File: config.mk
export PLATFORM = sky130hd
export DESIGN_NAME = dircc_stream_mem_loader
export DESIGN_NICKNAME = d
export VERILOG_FILES = /design/src/rtl/dircc_stream_mem_loader.sv
export SDC_FILE = /design/constraint.sdc
export NUM_CORES = 1
export LEC_CHECK = 0
export ABC_CLOCK_PERIOD_IN_PS = 4480
export CORE_MARGIN = 2
export CORE_UTILIZATION = 50
export DETAILED_ROUTE_END_ITERATION = 6
export GPL_ROUTABILITY_DRIVEN = 1
export GPL_TIMING_DRIVEN = 0
export PLACE_DENSITY_LB_ADDON = 0.05
export SLEW_MARGIN = 20
export SYNTH_ARGS = -nofsm -noshare
export SYNTH_HDL_FRONTEND = slang
export SYNTH_SLANG_ARGS = --single-unit
export TNS_END_PERCENT = 1
File: constraint.sdc
create_clock -name clk_clk -period 4.48 [get_ports clk_clk]
set_input_delay 0.672 -clock clk_clk [delete_from_list [all_inputs] [get_ports clk_clk]]
set_output_delay 0.672 -clock clk_clk [all_outputs]
set_load 0.01 [all_outputs]
File: src/rtl/dircc_stream_mem_loader.sv
// rtl/dircc_stream_mem_loader.sv - Avalon-ST packet sink writing halfwords into a linear local-memory buffer
// Optional macro DIRCC_PKT_HEADER_EN: reserve the first buffer halfword for the packet length header.
module dircc_stream_mem_loader #(
   parameter int ADDR_W = 15,
   parameter int LEN_W  = 15
) (
   input  logic              clk_clk,
   input  logic              reset_reset_n,
   input  logic [ADDR_W-1:0] buf_base,
   input  logic [LEN_W-1:0]  buf_words,
   input  logic              stream_in_valid,
   input  logic [31:0]       stream_in_data,
   input  logic              stream_in_startofpacket,
   input  logic              stream_in_endofpacket,
   input  logic [1:0]        stream_in_empty,
   output logic              stream_in_ready,
   output logic [ADDR_W-1:0] mem_address,
   output logic              mem_chipselect,
   output logic              mem_clken,
   output logic              mem_write,
   output logic [15:0]       mem_writedata,
   output logic [1:0]        mem_byteenable,
   output logic              pkt_done,
   output logic [LEN_W-1:0]  pkt_len,
   output logic              pkt_overflow,
   output logic              pkt_abort
);

   localparam logic [2:0] S_IDLE  = 3'd0;
   localparam logic [2:0] S_WR_HI = 3'd1;
   localparam logic [2:0] S_WR_LO = 3'd2;
   localparam logic [2:0] S_WAIT  = 3'd3;
   localparam logic [2:0] S_FIN   = 3'd4;
`ifdef DIRCC_PKT_HEADER_EN
   localparam logic [2:0] S_HDR   = 3'd5;
   // Packet end detours through the header write before reporting completion
   localparam logic [2:0] S_END   = S_HDR;
   localparam int         HDR_OFS = 1;
`else
   localparam logic [2:0] S_END   = S_FIN;
   localparam int         HDR_OFS = 0;
`endif

   logic [2:0]        state_q, state_d;
   logic [ADDR_W-1:0] base_q, base_d;
   logic [LEN_W-1:0]  cap_q, cap_d;
   logic [LEN_W-1:0]  off_q, off_d;
   logic              ovf_q, ovf_d;
   logic [31:0]       data_q, data_d;
   logic              eop_q, eop_d;
   logic [1:0]        empty_q, empty_d;
   logic [LEN_W-1:0]  len_q, len_d;
   logic              povf_q, povf_d;
   logic              take;
   logic              wr_ok;
   logic [LEN_W-1:0]  cap_in;

`ifdef DIRCC_PKT_HEADER_EN
   // One halfword goes to the header; a zero-size buffer still leaves no payload room
   assign cap_in = (buf_words == '0) ? '0 : buf_words - LEN_W'(1);
`else
   assign cap_in = buf_words;
`endif

   assign wr_ok          = (off_q < cap_q);
   assign mem_clken      = mem_chipselect;
   assign mem_write      = mem_chipselect;
   assign pkt_len        = len_q;
   assign pkt_overflow   = povf_q;

   // Next-state, handshake and memory-strobe decode
   always_comb begin
      state_d         = state_q;
      base_d          = base_q;
      cap_d           = cap_q;
      off_d           = off_q;
      ovf_d           = ovf_q;
      data_d          = data_q;
      eop_d           = eop_q;
      empty_d         = empty_q;
      len_d           = len_q;
      povf_d          = povf_q;
      stream_in_ready = 1'b0;
      mem_chipselect  = 1'b0;
      mem_address     = '0;
      mem_writedata   = '0;
      mem_byteenable  = 2'b00;
      pkt_done        = 1'b0;
      pkt_abort       = 1'b0;
      take            = 1'b0;

      case (state_q)
         S_IDLE: begin
            stream_in_ready = 1'b1;
         end
         S_WR_HI: begin
            mem_writedata  = data_q[31:16];
            mem_byteenable = (eop_q && empty_q == 2'd3) ? 2'b10 : 2'b11;
            if (wr_ok) begin
               mem_chipselect = 1'b1;
               mem_address    = base_q + ADDR_W'(HDR_OFS) + ADDR_W'(off_q);
               off_d          = off_q + LEN_W'(1);
            end else begin
               ovf_d = 1'b1;
            end
            state_d = (eop_q && empty_q >= 2'd2) ? S_END : S_WR_LO;
         end
         S_WR_LO: begin
            mem_writedata  = data_q[15:0];
            mem_byteenable = (eop_q && empty_q == 2'd1) ? 2'b10 : 2'b11;
            if (wr_ok) begin
               mem_chipselect = 1'b1;
               mem_address    = base_q + ADDR_W'(HDR_OFS) + ADDR_W'(off_q);
               off_d          = off_q + LEN_W'(1);
            end else begin
               ovf_d = 1'b1;
            end
            if (eop_q) begin
               state_d = S_END;
            end else begin
               stream_in_ready = 1'b1;
               state_d         = S_WAIT;
            end
         end
         S_WAIT: begin
            stream_in_ready = 1'b1;
         end
`ifdef DIRCC_PKT_HEADER_EN
         S_HDR: begin
            mem_chipselect = 1'b1;
            mem_address    = base_q;
            mem_writedata  = 16'(off_q);
            mem_byteenable = 2'b11;
            state_d        = S_FIN;
         end
`endif
         S_FIN: begin
            pkt_done = 1'b1;
            state_d  = S_IDLE;
         end
         default: begin
            state_d = S_IDLE;
         end
      endcase

      // Beat acceptance is shared by every state that offers ready
      take = stream_in_valid && stream_in_ready;
      if (take) begin
         if (stream_in_startofpacket) begin
            pkt_abort = (state_q == S_WR_LO) || (state_q == S_WAIT);
            base_d    = buf_base;
            cap_d     = cap_in;
            off_d     = '0;
            ovf_d     = 1'b0;
            data_d    = stream_in_data;
            eop_d     = stream_in_endofpacket;
            empty_d   = stream_in_empty;
            state_d   = S_WR_HI;
         end else if (state_q != S_IDLE) begin
            data_d    = stream_in_data;
            eop_d     = stream_in_endofpacket;
            empty_d   = stream_in_empty;
            state_d   = S_WR_HI;
         end
      end

      // Length and overflow are published as the packet enters FIN
      if (state_d == S_FIN && state_q != S_FIN) begin
         len_d  = off_d;
         povf_d = ovf_d;
      end
   end

   // State and datapath registers
   always_ff @(posedge clk_clk or negedge reset_reset_n) begin
      if (!reset_reset_n) begin
         state_q <= S_IDLE;
         base_q  <= '0;
         cap_q   <= '0;
         off_q   <= '0;
         ovf_q   <= 1'b0;
         data_q  <= '0;
         eop_q   <= 1'b0;
         empty_q <= 2'b00;
         len_q   <= '0;
         povf_q  <= 1'b0;
      end else begin
         state_q <= state_d;
         base_q  <= base_d;
         cap_q   <= cap_d;
         off_q   <= off_d;
         ovf_q   <= ovf_d;
         data_q  <= data_d;
         eop_q   <= eop_d;
         empty_q <= empty_d;
         len_q   <= len_d;
         povf_q  <= povf_d;
      end
   end

endmodule
# == Word-level counts from Yosys, hierarchy flattened ==
# Cells that the tools add are included.
# op_classes
n_shift,0
div_mod_pow,0
reduce_logical,13
mul,0
n_bitwise,0
mux,33
n_lt_le_gt_ge,2
add_sub_neg,2
eq_ne,8
# op_table
cell,count
15-bit 2-to-1 mux,6
32-bit 2-to-1 mux,2
16-bit case mux with 2 select lines,1
"15-bit by 1-bit adder with 15-bit output, second input constant",1
15-bit adder,1
15-bit < comparator,1
3-bit 2-to-1 mux,5
1-bit 2-to-1 mux,14
3-bit case mux with 3 select lines,1
"3-bit by 2-bit == test with 1-bit output, second input constant",2
"3-bit == test, second input constant",2
1-bit logical AND,5
2-bit 2-to-1 mux,2
2-bit case mux with 2 select lines,1
2-bit AND reduction,2
2-bit OR reduction,2
"3-bit by 1-bit == test with 1-bit output, second input constant",1
3-bit zero test,1
"3-bit inequality test, second input constant",1
3-bit nonzero test,1
"2-bit by 1-bit == test with 1-bit output, second input constant",1
"2-bit == test, second input constant",1
"2-bit >= comparator, second input constant",1
1-bit case mux with 2 select lines,1
other kinds (2),2
# word_totals
input_bits,69
latchBits,0
mem_count,0
mem_bits_ro,0
output_inout_bits,55
ram_bits,0
reg_bits,100
word_cells,68

# == Depth between registers and ports, before layout ==
# Gate-level depths: netlist of run 1.
# depth
word_depth,9
depth_mapped,9

# == Worst setup path after synthesis of run 1 ==
# Ideal clock, no wire load.
# synth_path
path_type,reg2out
from,register off_q[0]
to,output mem_address[14]
stages_incl_launch_ff,9
slack_ns,1.367
arrival_ns,2.441
n_path_buf,0
required_ns,3.808
path_cell_list,dfrtp_1 > ha_1 > fa_1 > a211o_1 > a21oi_1 > a211oi_1 > and3_1 > or3_1 > a21oi_1
# synth_between
elab_chain_cells,3
elab_cells_between_ends,4
cone_classes,add/sub: 1; order compare: 1; mux: 2
# synth_lines
element,line_no,text
start: declaration,47,"logic [LEN_W-1:0] off_q, off_d;"
start signal: assignment,180,off_q <= '0;
start signal: assignment,191,off_q <= off_d;
15-bit adder / 15-bit < comparator (equally long branches),"101, 113, 65",
15-bit 2-to-1 mux *,"99, 111",
15-bit 2-to-1 mux *,n/a,
end: declaration,17,"output logic [ADDR_W-1:0] mem_address,"
# Mark *: on every way between the ends. The rest lies on a longest branch, timed or not.

# == Worst setup path after layout of run 1 ==
# Same ends and word-level chain as after synthesis.

==> impl_metrics.toml, run 1 <==
[sta]
period_minus_slack_ns = 4.19
final_max_slew_viol_count = 0
finalSetupViolations = 0
slew_headroom_pct = 45.5
final.setup.worst_slack_ns = 0.292
fin_crit_sh_pct = 93.5
tightest_slew_ns = 0.812
finalSetupTns_ns = 0
max_freq_mhz = 239
finClkSkew_ns = 0.00939
rsz0062_at_grt = "false"
hold_violations = 0

[die]
fp.dieArea_mm2 = 0.0114
initial_core_util_pct = 51.5
die_h_um = 107
core-area_mm2 = 0.0103
die_w_um = 107
rows = 37
pin_count = 124

[synthesis]
yosysUniqueCellTypes = 49
syn-num-nets = 605
synth_simple_gate_area_share_pct = 11.7
yosysMostFrequentCell = "dfrtp_1"
syn_inst = 506
yosys_most_used_dff = "dfrtp_1"
synth_edf_count = 0
ys_seq_area_share_pct = 47.3
synth_mux_area_share_pct = 10.6
ys_ff_latch = 100
synth_xor_area_share_pct = 3.81
synth_top_area_cell = "dfrtp_1"
synthArstFlopShare_pct = 100
syn_avg_cell_area_um2 = 10.5
yosysWarningCount = 0
yosys.area_share.adder_pct = 7.24
synth.area.top_cells = "dfrtp_1, mux2_2, ha_1"
synth_compound_area_share_pct = 15.5
netlist_area_mm2 = 0.00529
ys_top_cells_by_count = "dfrtp_1, nor2_1, mux2_2"
synth_top_family_by_area = "compound AO/OA/AOI/OAI gates"
yosys.area.top_type_share_pct = 47.3

[pwr]
finalPower_mw = 4.41
total_leakage_power_nw = 3.02
intPower_mw = 2.75
power_density_mw_per_mm2 = 639
combPwrFrac_pct = 52.9
switching_share_pct = 37.7
clockPowerShare_pct = 12.3
p_switching_mw = 1.66
power_frac_seq_pct = 34.8
ir_drop_mv = 0.336

[route]
drt_pass1_iterations = 4
wire_per_inst_um = 16.6
drt_iter0_markers = 246
vias = 4314
drc = 0
via_per_inst = 5.52
postRouteAntennaNets = 0
wl_um = 13000

[global_routing]
grt_use_total_pct = 23.9
grt_pass1_vias = 4439
antenna_found_initial = 0
grt_pass1_wl_um = 21500
grt_max_degree = 78
globalRouteOverflowTotal = 0

[finish]
postLayoutCoreUtil_pct = 67.2
fill_cells = 852
fin_nets = 740
drive_gt1_share_pct = 13.0
area_delta_synth_final_pct = 30.5
insertedDiodeCount = 0

[worst_setup_path]
crit_path_end_kind = "primary output"
critPathRequiredTime_ns = 3.81
max_stage_delay_ns = 0.55
critical_path.startpoint_type = "register"
crit_type = "reg2out"
crit_arrival_ns = 3.52
worstPathMaxFanout = 5
cp_slowest_cell = "clkdlybuf4s50_1"
crit_chain = "ha_1 > fa_1 > a211o_1 > a21oi_2 > a211oi_1 > and3_1 > or3_1 > a21oi_1 > clkdlybuf4s50_1"

[clock_network]
clk_latency_ns = 0.37
cts_tree = "yes"
htree_levels = 3
cts_buffers = 9
cts.sinks = 100
root_buffer = "clkbuf_8"
cts_buffer_depth = 2
clk_pin_slew_ns = 0.10
post_cts_buffers = 0

[place]
port_buffers = 123
pre_cts_slack_ns = 0.639
hpwlAfterDp_um = 9670
gp_congestion = 0.831

[run_status]
status = "completed"

[flow_run]
drv_cap = 0

[worst_hold_path]
hold_path_class = "in2async"
-- worst paths after layout --
path | startpoint | end | slack (ns) | cells past startpoint
max | off_q[0]$_DFF_PN0_ | mem_address[14] | 0.29 | 9
min | reset_reset_n | base_q[8]$_DFFE_PN0P_ | 0.14 | 1
max reg2reg | off_q[7]$_DFF_PN0_ | pkt_len[11]$_DFFE_PN0P_ | 1.99 | 7
min reg2reg | data_q[3]$_DFFE_PN0P_ | data_q[3]$_DFFE_PN0P_ | 0.52 | 1
max in group asynchronous | reset_reset_n | data_q[14]$_DFFE_PN0P_ | 3.69 | 2
min in group clk_clk | data_q[3]$_DFFE_PN0P_ | data_q[3]$_DFFE_PN0P_ | 0.52 | 1
-- area by class of cell --
type | instances | area, um^2 | area share (%)
inverters | 21 | 78.8 | 1.14
multi-input cells | 360 | 2590 | 37.5
repair buffers | 124 | 1260 | 18.3
flip-flops and latches | 100 | 2500 | 36.3
plain buffers | 25 | 125 | 1.81
well taps | 136 | 170 | 2.47
clock buffers | 11 | 141 | 2.05
clock inverters | 5 | 36.3 | 0.526
-- power by group through the flow --
stage	Clock, mW	Sequential (mW)	Combinational, mW
after global placement	0	1.54	2.28
final	0.541	1.54	2.33
after CTS	0.557	1.54	2.35
after floorplan	0	1.52	1.37
after global routing	0.591	1.58	2.58
after detailed placement	0	1.55	2.33
-- critical path: cells and delay by family, from the launching register on --
kind | cells | cell delay, ns
AO/OA/AOI/OAI | 4 | 0.86
adder cells (fa/ha/maj) | 2 | 0.68
buffers and inverters | 1 | 0.55
flip-flops | 1 | 0.47
AND/OR/NAND/NOR | 2 | 0.58
-- what timing repair did --
action | 4_1_cts | 5_1_grt
resized for setup | 0 | 1
hold buffers | 0 | 0
endpoints found under the setup margin | 0 | 1
-- cell usage in the layout, fill, tap and decap left out, drive strengths merged, types with 16 or more instances in the layout --
| master | n |
|---|---|
| clkdlybuf4s50 | 122 |
| dfrtp | 100 |
| nor2 | 66 |
| mux2 | 49 |
| o21ai | 31 |
| a21oi | 31 |
| ha | 29 |
| inv | 22 |
| clkbuf | 21 |
| nand2 | 20 |
| xor2 | 17 |
| buf | 17 |
| a22oi | 16 |
-- logic make-up after synthesis --
group           count (synthesis)
compound gates                125
fa+ha+maj                      30
simple gates                  132
flops                         100
mux                            50
xor+xnor                       23
buf+inv                        46
-- per-layer routing --
layer	wire length, um	share of wire [%]	vias up	global-route usage, %
li1	-	-	2063	-
met1	5660	44	2105	29.9
met2	6270	48	123	39.7
met3	706	5.5	23	6.69
met4	316	2.4	0	8.91
met5	0	0	-	0
-- registers in the layout, summed over array words and instances, names as in the netlist --
signal / flops
empty_q: 2
eop_q: 1
pkt_len: 15
state_q: 3
off_q: 15
data_q: 32
ovf_q: 1
cap_q: 15
pkt_overflow: 1
base_q: 15
-- through the flow --
| stage | instance area [um^2] | hold WS (ns) | std cells |
|---|---|---|---|
| floorplan | 5290 | 0.376 | 506 |
| global route | 6900 | 0.132 | 782 |
| CTS | 6900 | 0.134 | 782 |
| global placement | 6690 | 0.490 | 765 |
| finish | 6900 | 0.142 | 782 |
| detailed placement | 6720 | 0.496 | 766 |
No activity file was read; power rests on OpenSTA's default activity.
==> inputs of run 2 (changes only) <==
--- a/config.mk
+++ b/config.mk
@@ -6,7 +6,7 @@
 export NUM_CORES = 1
 export LEC_CHECK = 0
 export ABC_CLOCK_PERIOD_IN_PS = 4480
-export CORE_MARGIN = 2
+export CORE_MARGIN = 10
 export CORE_UTILIZATION = 50
 export DETAILED_ROUTE_END_ITERATION = 6
 export GPL_ROUTABILITY_DRIVEN = 1
==> run 2 against run 1 <==
Compared with the run above:
- core utilization is 0.074 points higher
- clock-buffer cell count is 1 lower
- critical path depth unchanged
- wire length up 7.0%
- cell count unchanged
- maximum frequency down 0.26%
- first-iteration DRC count decreased by 6.1%
- total power up 2.1%
- worst hold slack gained 0.028 ns
- final area up 0.56%
- die area is 32% higher
- register-to-register slack worse by 0.02 ns
- largest power group unchanged
==> impl_metrics.toml, run 2 (synthesized netlist as in run 1, its figures left out) <==
[run_status]
status = "completed"

[global_routing]
antenna_found_initial = 1
grt_use_total_pct = 18.7
grt_pass1_vias = 4585
grt_max_degree = 70
globalRouteOverflowTotal = 0
grt_pass1_wl_um = 22500

[die]
core-area_mm2 = 0.0103
die_w_um = 123
pin_count = 124
die_h_um = 123
fp.dieArea_mm2 = 0.0151
rows = 37
initial_core_util_pct = 51.3

[sta]
finalSetupViolations = 0
finClkSkew_ns = 0.0123
tightest_slew_ns = 0.734
final_max_slew_viol_count = 0
hold_violations = 0
period_minus_slack_ns = 4.20
finalSetupTns_ns = 0
rsz0062_at_grt = "false"
slew_headroom_pct = 50.7
fin_crit_sh_pct = 93.7
max_freq_mhz = 238

[place]
dpl_cell_area_mm2 = 0.00672
port_buffers = 123
hpwlAfterDp_um = 10700
gp_congestion = 0.872
placedCellCount = 766

[route]
via_per_inst = 5.57
drc = 0
wl_um = 13900
postRouteAntennaNets = 0
drt_pass1_iterations = 5
drt_iter0_markers = 231
wire_per_inst_um = 17.7
vias = 4355

[clock_network]
clk_latency_ns = 0.38
clk_pin_slew_ns = 0.11
cts.sinks = 100
cts_buffer_depth = 2
htree_levels = 3
root_buffer = "clkbuf_8"
post_cts_buffers = 0
cts_tree = "yes"
cts_buffers = 9

[worst_setup_path]
max_stage_delay_ns = 0.56
crit_chain = "ha_1 > fa_1 > a211o_1 > a21oi_2 > a211oi_1 > and3_1 > or3_1 > a21oi_1 > clkdlybuf4s50_1"
cp_top_family = "compound AO/OA/AOI/OAI gates"
crit_path_end_kind = "primary output"
crit_end = "mem_address[14]"
r2r_end = "pkt_len[3]$_DFFE_PN0P_"
cp_slowest_cell = "clkdlybuf4s50_1"
reg2reg_depth = 7
worst-r2r-setup-slack_ns = 1.97
crit_type = "reg2out"
crit_arrival_ns = 3.53
critPathRequiredTime_ns = 3.81
worst-path-stages = 9
critical_path.startpoint_type = "register"
r2r_start = "off_q[7]$_DFF_PN0_"
worstPathMaxFanout = 5
critPathLaunch = "off_q[0]$_DFF_PN0_"
cp.buffers_inverters = 1

[pwr]
finalPower_mw = 4.50
power_density_mw_per_mm2 = 649
ir_drop_mv = 0.412
total_leakage_power_nw = 3.05

[finish]
final_cells = 782
layout_commonest_cell = "clkdlybuf4s50_1"
final_cell_mix = "clkdlybuf4s50_1, dfrtp_1, nor2_1"
fin_nets = 740
area_delta_synth_final_pct = 31.2
drive_gt1_share_pct = 13.2
stdcell_area_mm2 = 0.00694
regMostFlops = "data_q"
insertedDiodeCount = 0
largest_reg_flops = 32

[worst_hold_path]
hold_path_class = "in2async"

[flow_run]
drv_cap = 0
## run 2: changes by cell type in the layout (fill, tap and decap cells not counted)
cell        previous run  this run
inv_8                  0         2
clkinv_4               0         2
clkinvlp_4             3         0
bufinv_16              0         1
clkbuf_1              11        10
clkinv_2               1         0
## run 2: per-layer routing
layer / global-route usage, % / up-vias / routed length [um]
met5: 0 / - / 11
met4: 4.86 / 2 / 196
met3: 8.08 / 16 / 1270
met2: 32.0 / 150 / 6880
met1: 20.9 / 2114 / 5510
li1: - / 2073 / -
## run 2: worst min-delay path by stage
stage	start	endpoint	slack [ns]	cells after the start
2_1_floorplan	reset_reset_n	base_q[0]$_DFFE_PN0P_	0.38	0
3_3_place_gp	data_q[25]$_DFFE_PN0P_	data_q[25]$_DFFE_PN0P_	0.49	1
3_5_place_dp	data_q[17]$_DFFE_PN0P_	data_q[17]$_DFFE_PN0P_	0.50	1
4_1_cts	reset_reset_n	data_q[0]$_DFFE_PN0P_	0.16	1
5_1_grt	reset_reset_n	data_q[0]$_DFFE_PN0P_	0.16	1
6_report	reset_reset_n	data_q[0]$_DFFE_PN0P_	0.17	1
## run 2: area by class of cell
class                      instances  area, um^2
buffer                            25         125
clock buffer                      10         138
clock inverter                     6        78.8
fill                             824        3380
inverter                          21        78.8
multi-input combinational        360        2590
sequential                       100        2500
tap                              136         170
timing repair buffer             124        1260
## run 2: worst register-to-register path: cells and delay by family (launching register included)
family                     cells  cell delay [ns]
buffers and inverters          1             0.44
DFF                            1             0.47
AOI/OAI and AO/OA              4             0.93
adders and majority gates      1             0.31
xor gates and xnor gates       1             0.26
## run 2: metrics by stage
step                      hold WS [ns]  setup WS (ns)  util, %
after floorplan                  0.376           1.37        -
after global placement           0.490          -1.07     64.8
after detailed placement         0.498          0.627     65.1
after CTS                        0.158          0.181     67.2
after global routing             0.162         0.0912     67.2
final                            0.170          0.281     67.2
## run 2: what timing repair did
| action | 4_1_cts | 5_1_grt |
|---|---|---|
| hold buffers | 0 | 0 |
| gates resized for setup | 0 | 1 |
| endpoints found under the setup margin | 0 | 1 |
## run 2: where the power goes
group          switching, mW  internal (mW)
combinational           1.13           1.23
sequential             0.228           1.30
clock                  0.332          0.285
total                   1.69           2.81
